**src/rtl/uart_rx_fifo_pkg.sv**
```systemverilog
// Shared constants for the UART receive FIFO: CPU memory-map addresses and status bit layout.
package uart_rx_fifo_pkg;

    localparam logic [7:0] RX_DATA_ADDR = 8'd252;
    localparam logic [7:0] RX_STAT_ADDR = 8'd254;

    localparam int STAT_NOT_EMPTY = 0;
    localparam int STAT_FULL      = 1;
    localparam int STAT_OVF       = 2;

    function automatic logic [7:0] pack_status(input logic not_empty, input logic full,
                                               input logic ovf);
        logic [7:0] s;
        s                 = 8'h00;
        s[STAT_NOT_EMPTY] = not_empty;
        s[STAT_FULL]      = full;
        s[STAT_OVF]       = ovf;
        return s;
    endfunction

endpackage

```
**src/rtl/uart_rx_fifo_ptr_ctrl.sv**
```systemverilog
// FIFO bookkeeping: read/write pointers, fill count and push/pop/flush acceptance.
module fifo_ptr_ctrl
    import uart_rx_fifo_pkg::*;
#(
    parameter int DEPTH = 8,
    parameter int PTR_W = 3
) (
    input  logic             clock,
    input  logic             reset,
    input  logic             push_i,
    input  logic             pop_i,
    input  logic             flush_i,
    output logic [PTR_W-1:0] wr_ptr_o,
    output logic [PTR_W-1:0] rd_ptr_o,
    output logic [PTR_W:0]   count_o,
    output logic             empty_o,
    output logic             full_o,
    output logic             wr_en_o,
    output logic             drop_o
);

    logic [PTR_W-1:0] wr_ptr_q, wr_ptr_d;
    logic [PTR_W-1:0] rd_ptr_q, rd_ptr_d;
    logic [PTR_W:0]   count_q, count_d;
    logic             pop_ok, push_ok;

    assign empty_o = (count_q == '0);
    assign full_o  = (count_q == (PTR_W+1)'(DEPTH));

    // A pop on a full FIFO frees the head slot in the same cycle, so the push can land there.
    assign pop_ok  = pop_i & ~empty_o & ~flush_i;
    assign push_ok = push_i & (~full_o | pop_ok) & ~flush_i;
    assign drop_o  = push_i & full_o & ~pop_ok & ~flush_i;
    assign wr_en_o = push_ok;

    always_comb begin
        wr_ptr_d = wr_ptr_q;
        rd_ptr_d = rd_ptr_q;
        count_d  = count_q;
        if (flush_i) begin
            wr_ptr_d = '0;
            rd_ptr_d = '0;
            count_d  = '0;
        end else begin
            if (push_ok) wr_ptr_d = wr_ptr_q + 1'b1;
            if (pop_ok)  rd_ptr_d = rd_ptr_q + 1'b1;
            if (push_ok && !pop_ok)      count_d = count_q + 1'b1;
            else if (pop_ok && !push_ok) count_d = count_q - 1'b1;
        end
    end

    always_ff @(posedge clock or posedge reset) begin
        if (reset) begin
            wr_ptr_q <= '0;
            rd_ptr_q <= '0;
            count_q  <= '0;
        end else begin
            wr_ptr_q <= wr_ptr_d;
            rd_ptr_q <= rd_ptr_d;
            count_q  <= count_d;
        end
    end

    assign wr_ptr_o = wr_ptr_q;
    assign rd_ptr_o = rd_ptr_q;
    assign count_o  = count_q;

endmodule

```
**src/rtl/uart_rx_fifo.sv**
```systemverilog
// UART receive byte FIFO (first-word fall-through) with status and interrupt request.
// Define UART_RX_FIFO_THRESH_IRQ_EN to raise int_req on fill level >= THRESH instead of non-empty.
module uart_rx_fifo
    import uart_rx_fifo_pkg::*;
#(
    parameter int DEPTH  = 8,
    parameter int PTR_W  = 3,
    parameter int THRESH = 4
) (
    input  logic           clock,
    input  logic           reset,
    input  logic           rx_flag,
    input  logic [7:0]     rx_byte,
    input  logic           pop,
    input  logic           flush,
    input  logic           clr_ovf,
    output logic [7:0]     rd_data,
    output logic [PTR_W:0] count,
    output logic           empty,
    output logic           full,
    output logic           overflow,
    output logic [7:0]     status,
    output logic           int_req
);

    if (DEPTH != (1 << PTR_W) || DEPTH < 2 || DEPTH > 64 || THRESH < 1 || THRESH > DEPTH)
    begin : g_bad_cfg
        $error("uart_rx_fifo: inconsistent DEPTH/PTR_W/THRESH");
    end

    logic             rx_flag_q;
    logic             push;
    logic             wr_en, drop;
    logic             overflow_q, overflow_d;
    logic [PTR_W-1:0] wr_ptr, rd_ptr;
    logic [7:0]       mem_q [DEPTH];

    // The UART flag is a level; only its rising edge is a new byte.
    assign push = rx_flag & ~rx_flag_q;

    always_ff @(posedge clock or posedge reset) begin
        if (reset) rx_flag_q <= 1'b0;
        else       rx_flag_q <= rx_flag;
    end

    fifo_ptr_ctrl #(
        .DEPTH (DEPTH),
        .PTR_W (PTR_W)
    ) u_ptr_ctrl (
        .clock    (clock),
        .reset    (reset),
        .push_i   (push),
        .pop_i    (pop),
        .flush_i  (flush),
        .wr_ptr_o (wr_ptr),
        .rd_ptr_o (rd_ptr),
        .count_o  (count),
        .empty_o  (empty),
        .full_o   (full),
        .wr_en_o  (wr_en),
        .drop_o   (drop)
    );

    always_ff @(posedge clock) begin
        if (wr_en) mem_q[wr_ptr] <= rx_byte;
    end

    assign rd_data = empty ? 8'h00 : mem_q[rd_ptr];

    // A drop in the same cycle as a clear keeps the flag set so the loss is not hidden.
    always_comb begin
        overflow_d = overflow_q;
        if (drop)         overflow_d = 1'b1;
        else if (clr_ovf) overflow_d = 1'b0;
    end

    always_ff @(posedge clock or posedge reset) begin
        if (reset) overflow_q <= 1'b0;
        else       overflow_q <= overflow_d;
    end

    assign overflow = overflow_q;
    assign status   = pack_status(~empty, full, overflow_q);

`ifdef UART_RX_FIFO_THRESH_IRQ_EN
    assign int_req = (count >= (PTR_W+1)'(THRESH)) | overflow_q;
`else
    assign int_req = ~empty | overflow_q;
`endif

endmodule

```
**config.mk**
```make
export PLATFORM = sky130hd
export DESIGN_NAME = uart_rx_fifo
export DESIGN_NICKNAME = d
export VERILOG_FILES = /design/src/rtl/uart_rx_fifo_pkg.sv /design/src/rtl/uart_rx_fifo_ptr_ctrl.sv /design/src/rtl/uart_rx_fifo.sv
export SDC_FILE = /design/constraint.sdc
export NUM_CORES = 1
export LEC_CHECK = 0
export CORE_MARGIN = 4
export CORE_UTILIZATION = 49
export CTS_CLUSTER_SIZE = 12
export DETAILED_ROUTE_END_ITERATION = 10
export PLACE_DENSITY = 0.71
export SLEW_MARGIN = 20
export SYNTH_ARGS = -nofsm -noshare
export SYNTH_HDL_FRONTEND = slang
export SYNTH_SLANG_ARGS = --single-unit
```
**constraint.sdc**
```tcl
create_clock -name clock -period 4.62 [get_ports clock]
set_clock_uncertainty 0.05 [all_clocks]
set_input_delay 0.462 -clock clock [delete_from_list [all_inputs] [get_ports clock]]
set_output_delay 0.462 -clock clock [all_outputs]
set_load 0.03 [all_outputs]
```
==> flow_summary_export.csv, run 1 <==
group,metric,value,unit
power,cellPowerDensity,565,nW/µm²
cts,numCtsBuffers,9,
timing,min_period,3340,ps
cts,cts_tree,"yes",
power,ir_worst_vdd,0.266,mV
final_layout,nets,258,
drt,detail-route-antenna-nets,0,
critical_path,path_class,"flip-flop to output pin",
timing,tightestPinTransition,903,ps
global_routing,grt_pass1_wl,9.90,mm
critical_path,startpoint_type,"flip-flop",
critical_path,path_buf_inv,2,
critical_path,crit_fanout,13,
floorplanning,initial_core_util,51.2,%
final_layout,antenna_cells,0,
cts,clk_latency,350,ps
yosys,yosysTopAreaCell,"edfxtp_1",
floorplanning,rows,29,
critical_path,critPathMaxStageDelay,870,ps
critical_path,end_kind,"output pin",
critical_path,worstPathArrival,2830,ps
floorplanning,die_w,90.1,µm
cts,path_clk_slew,80,ps
cts,cts_resized,0,
drt,wl_per_cell,18.6,µm
yosys,avgSynthCellArea,16.0,µm²
floorplanning,core_area,6460,µm²
global_routing,overflow,0,
critical_path,cpLargestDelayFamily,"buffers and inverters",
hold_path,min_path_type,"input pin to async pin",
yosys,ys_seq_area_share,67.2,%
drt,drc_errors,0,
cts,cts_num_sinks,76,
yosys,syn_area,3310,µm²
yosys,ys_ff_latch,76,
cts,cts_root_buffer,"clkbuf_8",
yosys,yosysTopAreaCellShare,58.1,%
drt,vias,1821,
critical_path,cp.required,4110,ps
cts,postCtsSetupRepairBufs,0,
run,maxCapViolCount,0,
timing,setup_viol,0,
final_layout,final_common_cell,"edfxtp_1",
global_routing,antenna_found_initial,0,
timing,drv_slew,0,
cts,clk_path_buf_depth,2,
global_routing,grt_pass1_vias,1869,
timing,period_share,72.3,%
yosys,synth_area_leaders,"edfxtp_1, mux4_2, dfrtp_1, mux2i_1, nor2_1",
yosys,netlist_instances,206,
timing,max_freq,299,MHz
final_layout,syn_to_final_growth,17.1,%
power,finalPower,0.00219,W
power,p_leak,1.30,nW
global_routing,grt_max_degree,19,
yosys,yosysWarnings,0,
timing,hold_viol,0,
timing,slew_headroom,39.6,%
drt,drtIter0Drc,133,
floorplanning,dieArea,8120,µm²
drt,firstDrtPassIters,4,
cts,cts_hold_buffers,0,
timing,fin_tns_setup,0,ps
final_layout,layout_common_cells,"edfxtp_1, clkdlybuf4s50_1, nor2_1, mux4_2, dfrtp_1",
drt,wl,5.96,mm
cts,cts-htree-levels,3,
yosys,yosysUniqueCellTypes,41,
outcome,outcome,"finished, final reports clean",
final_layout,layout-drive-gt1-share,15.6,%
placement,post-dp-hpwl,4.04,mm
critical_path,cp_slowest_cell,"dfrtp_1",
timing,rsz0062_at_grt,"no",
placement,gp_congestion,0.788,
drt,via_per_inst,5.67,
global_routing,track_usage,16.1,%
floorplanning,die_y,90.1,µm
critical_path,worstPathCellList,"buf_4 -> mux4_2 -> mux2i_1 -> nor2_1 -> clkdlybuf4s50_1",
placement,port_buffers,32,
floorplanning,io_pins,38,
==> final timing paths <==
| kind | start | to | slack (ps) | cells past startpoint |
|---|---|---|---|---|
| setup / recovery | u_ptr_ctrl.rd_ptr_o[0]$_DFFE_PP0P_ | rd_data[3] | 1280 | 5 |
| hold / removal | reset | u_ptr_ctrl.count_o[1]$_DFFE_PP0P_ | 370 | 2 |
| setup reg to reg | rx_flag_q$_DFF_PP0_ | u_ptr_ctrl.count_o[3]$_DFFE_PP0P_ | 2140 | 7 |
| hold reg to reg | u_ptr_ctrl.wr_ptr_o[0]$_DFFE_PP0P_ | u_ptr_ctrl.wr_ptr_o[0]$_DFFE_PP0P_ | 560 | 2 |
| max in group asynchronous | reset | u_ptr_ctrl.count_o[2]$_DFFE_PP0P_ | 3830 | 2 |
| min in group clock | rx_flag | rx_flag_q$_DFF_PP0_ | 550 | 1 |
==> Yosys cell counts <==
cell / n
a211oi_1: 2
a21bo_2: 1
a21o_2: 1
a21oi_1: 7
a311oi_1: 1
a31oi_1: 1
and3_1: 1
buf_1: 2
buf_2: 4
buf_4: 7
buf_6: 1
clkbuf_1: 2
clkbuf_2: 1
conb_1: 1
dfrtp_1: 12
edfxtp_1: 64
fa_1: 1
ha_1: 4
inv_1: 5
inv_2: 1
mux2i_1: 10
mux4_2: 16
nand2_1: 6
nand2b_1: 6
nand3_1: 6
nand3b_1: 1
nand4_1: 1
nor2_1: 19
nor3_1: 6
nor4b_1: 1
o2111ai_1: 1
o21ai_0: 1
o22a_1: 1
o22ai_1: 1
o31a_1: 1
o32ai_1: 1
or3_1: 1
or3b_2: 1
or4_1: 3
xnor2_1: 2
xor2_1: 2
==> logic make-up after synthesis <==
family,after synthesis,share of synthesized area (%)
DFF,76,67.2
and+or+nand+nor,52,7.80
muxes,26,13.9
buffers and inverters,23,3.82
AOI/OAI and AO/OA,19,3.94
adders and majority gates,5,2.12
xor gates and xnor gates,4,1.06
other,1,0.113
==> metal layers <==
metal | track usage (%) | wire [µm] | vias to the layer above | part of all wire [%]
met2 | 25.6 | 2980 | 48 | 50
met5 | 0 | 0 | - | 0
met1 | 20.9 | 2520 | 911 | 42
met4 | 6.25 | 99 | 0 | 1.7
met3 | 4.76 | 363 | 11 | 6.1
li1 | - | - | 851 | -
==> power by group <==
part	total, W	leakage [nW]	internal [W]	switching (W)
Sequential	0.000855	0.737	0.000772	0.0000833
Clock	0.000534	0.102	0.000304	0.000230
Combinational	0.000801	0.459	0.000362	0.000438
==> cell type report <==
type	instances	area (µm²)
Clock inverter	6	88.8
Multi-Input combinational cell	111	972
Clock buffer	10	128
Inverter	6	22.5
Tap cell	77	96.3
Sequential cell	76	2220
Fill cell	481	2590
Timing Repair Buffer	35	343
==> worst reg2reg max path: cells and delay by family (launching register included) <==
kind / cells / cell delay, ps
AOI/OAI and AO/OA: 2 / 200
adders and majority gates: 1 / 350
DFF: 1 / 380
and+or+nand+nor: 4 / 1440
==> through the flow <==
stage | hold WS (ps) | util (%) | cell area [µm²] | instances | setup WS (ps)
2_1_floorplan | 277 | - | 3320 | 210 | 1420
3_3_place_gp | 554 | 56.6 | 3660 | 305 | 1530
3_5_place_dp | 547 | 56.6 | 3660 | 305 | 1450
4_1_cts | 372 | 60.0 | 3870 | 321 | 1190
5_1_grt | 412 | 60.0 | 3870 | 321 | 1050
6_report | 365 | 60.0 | 3870 | 321 | 1280
==> sequential cells by signal (all words and copies together), names as in the netlist <==
register and cells:
mem_q 64, overflow 1, rx_flag_q 1, u_ptr_ctrl.count_o 4, u_ptr_ctrl.rd_ptr_o 3, u_ptr_ctrl.wr_ptr_o 3
Power figures use the tool's default switching activity.
==> run 2: changes to the inputs <==
==> constraint.sdc (replaced) <==
create_clock -name clock -period 3.3 [get_ports clock]
set_clock_uncertainty 0.05 [all_clocks]
set_input_delay 0.33 -clock clock [delete_from_list [all_inputs] [get_ports clock]]
set_output_delay 0.33 -clock clock [all_outputs]
set_load 0.03 [all_outputs]
==> flow_summary_export.csv, run 2 (synthesized netlist as in run 1, its figures left out) <==
group,metric,value,unit
outcome,outcome,"finished, final reports clean",
critical_path,regToRegSetupSlack,790,ps
power,p_leak,1.34,nW
timing,rsz0062_at_grt,"no",
final_layout,final_common_cell,"edfxtp_1",
timing,fin_tns_setup,0,ps
cts,postCtsSetupRepairBufs,0,
timing,setup_viol,0,
timing,min_period,2900,ps
global_routing,grt.busiest_layer,"met2",
global_routing,grt_max_degree,19,
timing,tightestPinTransition,549,ps
global_routing,use_met1,20.4,%
timing,hold_viol,0,
global_routing,grt_pass1_vias,1837,
cts,cts_root_buffer,"clkbuf_8",
global_routing,met2_usage,25.4,%
final_layout,fill_cells,483,
run,maxCapViolCount,0,
drt,drtIter0Drc,128,
critical_path,path_class,"flip-flop to output pin",
timing,slew_headroom,63.4,%
final_layout,layout_common_cells,"edfxtp_1, clkdlybuf4s50_1, nor2_1, mux4_2",
floorplanning,initial_core_util,51.2,%
final_layout,regMostFlops,"mem_q",
critical_path,end_kind,"output pin",
cts,clk_latency,340,ps
critical_path,cp.required,2920,ps
floorplanning,die_w,90.1,µm
floorplanning,rows,29,
power,ir_worst_vdd,0.465,mV
final_layout,largest_register_ffs,64,
final_layout,syn_to_final_growth,18.7,%
placement,port_buffers,32,
placement,post-dp-hpwl,4.25,mm
drt,vias,1879,
critical_path,startpoint_type,"flip-flop",
final_layout,layout-drive-gt1-share,19.0,%
cts,cts_hold_buffers,0,
drt,detail-route-antenna-nets,0,
final_layout,postLayoutCoreUtil,60.8,%
final_layout,nets,267,
placement,gp_congestion,0.803,
global_routing,globalRouteMet3Util,4.42,%
cts,clk_path_buf_depth,2,
floorplanning,core_area,6460,µm²
global_routing,track_usage,15.5,%
drt,firstDrtPassIters,4,
timing,period_share,87.9,%
cts,cts_tree,"yes",
global_routing,overflow,0,
drt,wl_per_cell,18.4,µm
floorplanning,io_pins,38,
drt,via_per_inst,5.69,
timing,max_freq,345,MHz
hold_path,min_path_type,"input pin to async pin",
floorplanning,die_y,90.1,µm
drt,drc_errors,0,
timing,drv_slew,0,
cts,cts_num_sinks,76,
floorplanning,dieArea,8120,µm²
cts,cts_resized,0,
final_layout,antenna_cells,0,
cts,numCtsBuffers,9,
cts,cts-htree-levels,3,
drt,wl,6.06,mm
critical_path,crit_fanout,10,
global_routing,antenna_found_initial,0,
power,cellPowerDensity,769,nW/µm²
cts,path_clk_slew,80,ps
global_routing,grt_pass1_wl,9.70,mm
critical_path,worstPathArrival,2520,ps
[run 2: cell types whose count changed in the layout (fill, tap and decap cells not counted)]
cell | before | now
buf_4 | 3 | 12
clkinv_4 | 1 | 2
bufinv_16 | 2 | 1
clkbuf_1 | 1 | 0
inv_6 | 0 | 1
[run 2: per-stage QoR]
stage / hold WS, ps / area, µm² / total power (W) / setup slack, ps / cells
final: 256 / 3920 / 0.00302 / 398 / 330
after global routing: 279 / 3920 / 0.00316 / 313 / 330
after CTS: 251 / 3920 / 0.00305 / 372 / 330
after floorplan: 145 / 3320 / 0.00197 / 105 / 210
after global placement: 512 / 3720 / 0.00234 / 503 / 314
after detailed placement: 539 / 3720 / 0.00236 / 459 / 314
[run 2: area by class of cell]
class	instances	area, µm²	share of cell area, %
sequential	76	2220	56.6
multi-input combinational	111	972	24.8
timing repair buffer	44	410	10.5
clock buffer	9	124	3.16
tap	77	96.3	2.46
clock inverter	7	76.3	1.95
inverter	6	22.5	0.574
[run 2: report_power, final]
part | switching (W) | leakage, nW | internal, W
logic | 0.000676 | 0.507 | 0.000512
clock network | 0.000338 | 0.0958 | 0.000353
registers | 0.0000562 | 0.737 | 0.00108
[run 2: layer usage]
layer | wire length, µm | share of wire, %
met5 | 0 | 0
met3 | 289 | 4.8
met4 | 49 | 0.81
met2 | 3060 | 50
met1 | 2660 | 44
[run 2: worst max-delay path, stage by stage, from the launching register on]
cell and delay [ps]:
dfrtp_1 490, or4_1 720, inv_2 260, nand2_1 110, clkdlybuf4s50_1 610
[run 2: worst paths after layout]
path	start	endpoint	depth (start not counted)
max	u_ptr_ctrl.count_o[0]$_DFFE_PP0P_	int_req	4
min	reset	u_ptr_ctrl.rd_ptr_o[1]$_DFFE_PP0P_	2
max reg2reg	u_ptr_ctrl.count_o[0]$_DFFE_PP0P_	u_ptr_ctrl.count_o[3]$_DFFE_PP0P_	7
min reg2reg	overflow$_DFFE_PP0P_	overflow$_DFFE_PP0P_	2
max in group asynchronous	reset	u_ptr_ctrl.rd_ptr_o[0]$_DFFE_PP0P_	2
min in group clock	rx_flag	rx_flag_q$_DFF_PP0_	1
==> run 3: changes to the inputs <==
--- a/config.mk
+++ b/config.mk
@@ -7,6 +7,7 @@
 export LEC_CHECK = 0
 export CORE_MARGIN = 4
 export CORE_UTILIZATION = 49
+export CTS_BUF_LIST = sky130_fd_sc_hd__clkbuf_8
 export CTS_CLUSTER_SIZE = 12
 export DETAILED_ROUTE_END_ITERATION = 10
 export PLACE_DENSITY = 0.71
==> results of run 3 <==
Final layout, timing and power as in run 2 (identical DEF).
